==> config.mk <==
export PLATFORM = sky130hd
export DESIGN_NAME = ulpi_link_io
export DESIGN_NICKNAME = d
export VERILOG_FILES = /design/src/rtl/ulpi_pkg.sv /design/src/rtl/ulpi_rst_seq.sv /design/src/rtl/ulpi_link_io.sv
export SDC_FILE = /design/constraint.sdc
export NUM_CORES = 1
export LEC_CHECK = 0
export CAP_MARGIN = 5
export CORE_MARGIN = 2
export CORE_UTILIZATION = 25
export DETAILED_ROUTE_END_ITERATION = 8
export PLACE_DENSITY = 0.51
export SETUP_SLACK_MARGIN = 0.15
export SYNTH_ARGS = -nofsm -noshare
export SYNTH_HDL_FRONTEND = slang
export SYNTH_HIERARCHICAL = 1
export SYNTH_SLANG_ARGS = --single-unit
export TNS_END_PERCENT = 50
==> constraint.sdc <==
create_clock -name clk -period 2.15 [get_ports clk]
set_clock_uncertainty 0.2 [all_clocks]
set_input_delay 0.3225 -clock clk [delete_from_list [all_inputs] [get_ports clk]]
set_output_delay 0.3225 -clock clk [all_outputs]
set_load 0.03 [all_outputs]
==> src/rtl/ulpi_pkg.sv <==
// rtl/ulpi_pkg.sv - shared ULPI RX CMD field layout and startup state encoding
package ulpi_pkg;

   // RX CMD byte field positions
   localparam int RXCMD_LINESTATE_LO = 0;
   localparam int RXCMD_LINESTATE_HI = 1;
   localparam int RXCMD_VBUS_LO      = 2;
   localparam int RXCMD_VBUS_HI      = 3;
   localparam int RXCMD_RXEVENT_LO   = 4;
   localparam int RXCMD_RXEVENT_HI   = 5;

   typedef enum logic [1:0] {
      RXEVT_NONE     = 2'b00,
      RXEVT_ACTIVE   = 2'b01,
      RXEVT_HOSTDISC = 2'b10,
      RXEVT_ERROR    = 2'b11
   } rxevent_e;

   typedef enum logic [1:0] {
      RESET    = 2'b00,
      WAIT_DIR = 2'b01,
      READY    = 2'b10
   } startup_state_e;

   // A receive is in progress for both the ACTIVE and ERROR event codes.
   function automatic logic rxevent_is_active(input logic [1:0] evt);
      return (evt == RXEVT_ACTIVE) || (evt == RXEVT_ERROR);
   endfunction

endpackage

==> src/rtl/ulpi_rst_seq.sv <==
// rtl/ulpi_rst_seq.sv - PHY reset pulse and startup handshake before the link owns the bus
module ulpi_rst_seq
   import ulpi_pkg::*;
#(
   parameter int RST_CYCLES = 64
) (
   input  logic clk,
   input  logic rst,
   input  logic dir_r,
   input  logic dir_rr,
   output logic phy_rst,
   output logic ready
);

   localparam int              CNT_W    = $clog2(RST_CYCLES + 1);
   localparam logic [CNT_W-1:0] CNT_LAST = CNT_W'(RST_CYCLES - 1);

   startup_state_e   state, state_nx;
   logic [CNT_W-1:0] cnt, cnt_nx;

   // State and counter registers
   always_ff @(posedge clk) begin
      if (rst) begin
         state <= RESET;
         cnt   <= '0;
      end else begin
         state <= state_nx;
         cnt   <= cnt_nx;
      end
   end

   // Next state; the counter stops at its last value so it can never wrap
   always_comb begin
      state_nx = state;
      cnt_nx   = cnt;
      phy_rst  = 1'b0;
      ready    = 1'b0;
      case (state)
         RESET: begin
            phy_rst = 1'b1;
            if (cnt == CNT_LAST) state_nx = WAIT_DIR;
            else                 cnt_nx   = cnt + 1'b1;
         end
         WAIT_DIR: begin
            // PHY signals end of its own startup by releasing dir for two cycles
            if (!dir_r && !dir_rr) state_nx = READY;
         end
         READY: begin
            ready = 1'b1;
         end
         default: state_nx = RESET;
      endcase
   end

endmodule

==> src/rtl/ulpi_link_io.sv <==
// rtl/ulpi_link_io.sv - registered ULPI link-side I/O layer with RX split and turnaround control
module ulpi_link_io
   import ulpi_pkg::*;
#(
   parameter int DATA_W     = 8,
   parameter int RST_CYCLES = 64
) (
   input  logic              clk,
   input  logic              rst,
   output logic              phy_rst,
   input  logic              phy_dir,
   input  logic              phy_nxt,
   output logic              phy_stp,
   input  logic [DATA_W-1:0] phy_data_i,
   output logic [DATA_W-1:0] phy_data_o,
   output logic              phy_data_oe,
   output logic              ready,
   input  logic [DATA_W-1:0] tx_data,
   input  logic              tx_stp,
   output logic              dir,
   output logic              nxt,
   output logic              turnaround,
   output logic              rx_valid,
   output logic [DATA_W-1:0] rx_data,
   output logic              rx_cmd_valid,
   output logic [DATA_W-1:0] rx_cmd,
   output logic [1:0]        line_state,
   output logic              rx_active
);

   if (DATA_W != 8) begin : g_bad_data_w
      $error("ulpi_link_io: DATA_W must be 8");
   end
   if (RST_CYCLES < 1) begin : g_bad_rst_cycles
      $error("ulpi_link_io: RST_CYCLES must be at least 1");
   end

   logic              dir_r, dir_rr, nxt_r;
   logic [DATA_W-1:0] data_r, rx_cmd_r;
   logic              rx_owned;

   // Pad capture; dir_rr keeps one cycle of dir history for turnaround detection
   always_ff @(posedge clk) begin
      if (rst) begin
         dir_r  <= 1'b0;
         dir_rr <= 1'b0;
         nxt_r  <= 1'b0;
         data_r <= '0;
      end else begin
         dir_r  <= phy_dir;
         dir_rr <= dir_r;
         nxt_r  <= phy_nxt;
         data_r <= phy_data_i;
      end
   end

   assign dir        = dir_r;
   assign nxt        = nxt_r;
   assign turnaround = dir_r ^ dir_rr;

   // Bus belongs to the PHY and is past its turnaround cycle
   assign rx_owned     = dir_r & dir_rr;
   assign rx_valid     = rx_owned & nxt_r;
   assign rx_cmd_valid = rx_owned & ~nxt_r;
   assign rx_data      = data_r;

   // Hold the most recent RX CMD
   always_ff @(posedge clk) begin
      if (rst)               rx_cmd_r <= '0;
      else if (rx_cmd_valid) rx_cmd_r <= data_r;
   end

   assign rx_cmd     = rx_cmd_r;
   assign line_state = rx_cmd_r[RXCMD_LINESTATE_HI:RXCMD_LINESTATE_LO];
   assign rx_active  = dir_r & rxevent_is_active(rx_cmd_r[RXCMD_RXEVENT_HI:RXCMD_RXEVENT_LO]);

   // Transmit register; nothing reaches the pad until startup completes
   always_ff @(posedge clk) begin
      if (rst) begin
         phy_data_o <= '0;
         phy_stp    <= 1'b0;
      end else begin
         phy_data_o <= ready ? tx_data : '0;
         phy_stp    <= ready & tx_stp;
      end
   end

   // Raw pad dir releases the bus in the cycle dir rises; dir_r keeps it off for the turnaround after dir falls
   assign phy_data_oe = ready & ~phy_dir & ~dir_r;

   ulpi_rst_seq #(
      .RST_CYCLES (RST_CYCLES)
   ) u_rst_seq (
      .clk     (clk),
      .rst     (rst),
      .dir_r   (dir_r),
      .dir_rr  (dir_rr),
      .phy_rst (phy_rst),
      .ready   (ready)
   );

endmodule

==> summary.txt <==
Critical path
  – Worst EP arrival: ~1.4 ns
  – Reg-to-reg critical path startpoint: u_rst_seq/cnt[0]
  – Crit-path max cell delay: between 0.7 and 0.8 ns
  – Worst setup path end: dir
  – CP Class: flip-flop to output port
  – CP top delay family: buffers and inverters
  – Critical path peak fanout: 6
  – FF-to-FF path depth: 4
  – Setup crit start kind: flip-flop
  – R2R Setup Slk: ~0.46 ns
  – Crit path required time: 1.63 ns
  – Worst path slowest cell: clkdlybuf4s50_1
  – Buf+Inv Stages, Crit Path: 1
  – Worst setup startpoint: dir
  – Crit path cell chain: clkdlybuf4s50_1
  – Crit Reg-Reg Endpoint: u_rst_seq/cnt[4]
  – WP depth: 1
  – CP Capture Type: output port

GRT
  – Remaining Overflow, GRT: 0
  – Largest net degree at the start of global routing: 26
  – Total GRT Usage: 0.117
  – First-pass GRT wire length: 5.77 mm
  – Initial antenna violation count: 0
  – Number of global-route vias before repair: approximately 1.2k

Synth
  – Synth top area share: 0.500
  – Mapped Cells: 130
  – Mapped cell area: 0.00148 mm²
  – Top_reg_cell synth: dfxtp_1
  – Ys Warns: 6
  – Sequential area share after synthesis: 0.500
  – Distinct cell type count after synthesis: 34
  – Mapped Nets: approximately 150
  – EDFF count, synth: 0
  – Yosys reg bits: 37
  – Area leader, netlist: dfxtp_1
  – Synth area leaders: dfxtp_1 (50%), nand4bb_1 (6.1%), nor2b_1 (5.5%), o21ai_2 (4.7%), and2_1 (4.2%)
  – Mapped Avg Cell Area: approximately 11 µm²
  – Asr flop ratio synth: 0

STA
  – Worst Max-Slew Pin Slew: approximately 0.34 ns
  – Max Freq: around 510 MHz
  – Final period utilization: 0.915
  – Min cycle time layout: between 1.5 and 2 ns
  – Setup TNS Final: 0 ns
  – RSZ-0062 raised after global routing: true
  – Slew Viols, Final: 0
  – Hold Vio Cnt, Final: 0
  – Setup Viol. Count Final: 0
  – Relative slew slack: 0.771
  – Final worst setup slack: 0.184 ns

CTS
  – CTS tree: yes
  – Num CTS Buffers: 5
  – Clock-pin slew on the worst setup and hold paths: ~0.070 ns
  – CTS Sinks: 37
  – Clock Latency Late Sink: 0.29 ns
  – H-tree depth: 2
  – CTS Buffer Depth: 2
  – Root Driver: clkbuf_8

Final layout
  – Commonest non-fill, non-tap cell in the layout: clkdlybuf4s50_1
  – Area Growth Syn to Fin: 50.8%
  – Fill cell count: between 500 and 600
  – N_diodes: 0
  – Nets: roughly 220
  – Utilization after layout: 0.384
  – Share of layout cells above drive strength 1: 0.176
  – Most frequent cells in the layout: clkdlybuf4s50_1 (49), dfxtp_1 (37), nor2b_1 (12)

Floorplanning
  – Rows: 28
  – Die height: 80.9 µm
  – Initial Util: 0.255
  – Die width: roughly 81 µm
  – I/O Pins: between 50 and 60
  – Core area: 0.00582 mm²
  – DIE AREA: around 0.0066 mm²

Pwr
  – Tot Pwr: between 0.001 and 0.0015 W
  – Leakage power: between 0.8 and 0.9 nW
  – P per Cell Area: approximately 650 mW/mm²
  – IR drop worst, VDD: about 0.00032 V

Placement
  – DP HPWL: 2.53 mm
  – Place WS: between 0.3 and 0.4 ns
  – Final Wtd Congestion: approximately 0.73
  – IO Port Bufs: 56

Worst hold path
  – Worst Min Path Start: u_rst_seq/cnt[6]
  – Hold WC Path Type: flip-flop to flip-flop

Drt
  – Vias per Instance: 4.38
  – DR iter-0 viols: 34
  – DRT antenna net count: 0
  – Routed WL: 3.35 mm
  – Via count: between 1k and 1.5k
  – DRC viols: 0
  – Pre-Repair DR Iteration Count: 4
  – Routed WL per cell: between 10 and 15 µm

Job
  – Number of max-cap violations: 0

Status
  – Status: completed
[logic make-up (layout without fill, tap and decap cells)]
kind of cell    Yosys count  count (layout)  share of synthesized area
simple gates             57              57                      0.285
flops                    37              37                      0.500
buf+inv                  10              73                     0.0490
compound gates           22              22                      0.132
fa+ha+maj                 2               2                     0.0169
mux                       2               2                     0.0169
[cell type report]
| class | count | area (µm²) | area share |
|---|---|---|---|
| Tap cell | 75 | 93.8 | 0.0420 |
| Clock inverter | 2 | 38.8 | 0.0174 |
| Inverter | 3 | 11.3 | 0.00504 |
| Timing Repair Buffer | 62 | 601 | 0.269 |
| Multi-Input combinational cell | 83 | 674 | 0.302 |
| Clock buffer | 6 | 72.6 | 0.0325 |
| Sequential cell | 37 | 741 | 0.332 |
[repair_timing]
item / CTS / global route
hold endpoints to repair: 0 / 0
setup buffers: 0 / 0
gates resized for setup: 2 / 2
endpoints found under the setup margin: 4 / 5
hold buffers: 0 / 0
pin swaps: 0 / 0
[how the worst min path moves through the flow]
stage	to	slack, ns	depth (start not counted)
CTS	u_rst_seq/cnt[6]	0.26	2
detailed placement	u_rst_seq/cnt[6]	0.25	2
global route	u_rst_seq/cnt[6]	0.28	2
global placement	u_rst_seq/cnt[6]	0.24	2
floorplan	u_rst_seq/cnt[6]	0.22	2
finish	u_rst_seq/cnt[6]	0.27	2
[synthesized netlist by cell type, drive strengths merged (2+ instances only)]
master    n
dfxtp    37
nor2b    15
and2     11
nand2b   10
nand4bb   8
o21ai     8
buf       7
a31oi     4
nor2      4
a21oi     3
a311oi    3
inv       3
and2b     2
ha        2
nor3b     2
[registers in the layout (all words and copies together), names as in the netlist]
| register | flops |
|---|---|
| nxt | 1 |
| u_rst_seq/state | 2 |
| phy_data_o | 8 |
| phy_stp | 1 |
| dir_rr | 1 |
| dir | 1 |
| u_rst_seq/cnt | 7 |
| rx_cmd | 8 |
| rx_data | 8 |
[report_power, final]
part           internal, W  leakage [nW]  switching [W]
Clock             0.000348        0.0554       0.000248
Sequential        0.000702         0.302      0.0000127
Combinational    0.0000785         0.504      0.0000632
Total              0.00113         0.861       0.000324
[tightest hold or removal path, cell delays in order (launching register included)]
cell      delay (ns)
dfxtp_1         0.33
inv_1           0.05
a311oi_1        0.04
[routing by layer]
metal | global-route usage | wire [µm] | up-vias
li1 | - | - | 576
met1 | 0.130 | 1400 | 557
met4 | 0.0508 | 63 | 0
met3 | 0.0489 | 218 | 6
met2 | 0.195 | 1670 | 34
met5 | 0 | 0 | -
[through the flow]
stage	instance area [µm²]	std cells	hold WS [ns]
final	2230	268	0.267
after global routing	2230	268	0.275
after CTS	2230	268	0.260
after detailed placement	2120	260	0.248
after global placement	2120	260	0.236
after floorplan	1490	130	0.223
(Power assumes the default switching activity.)
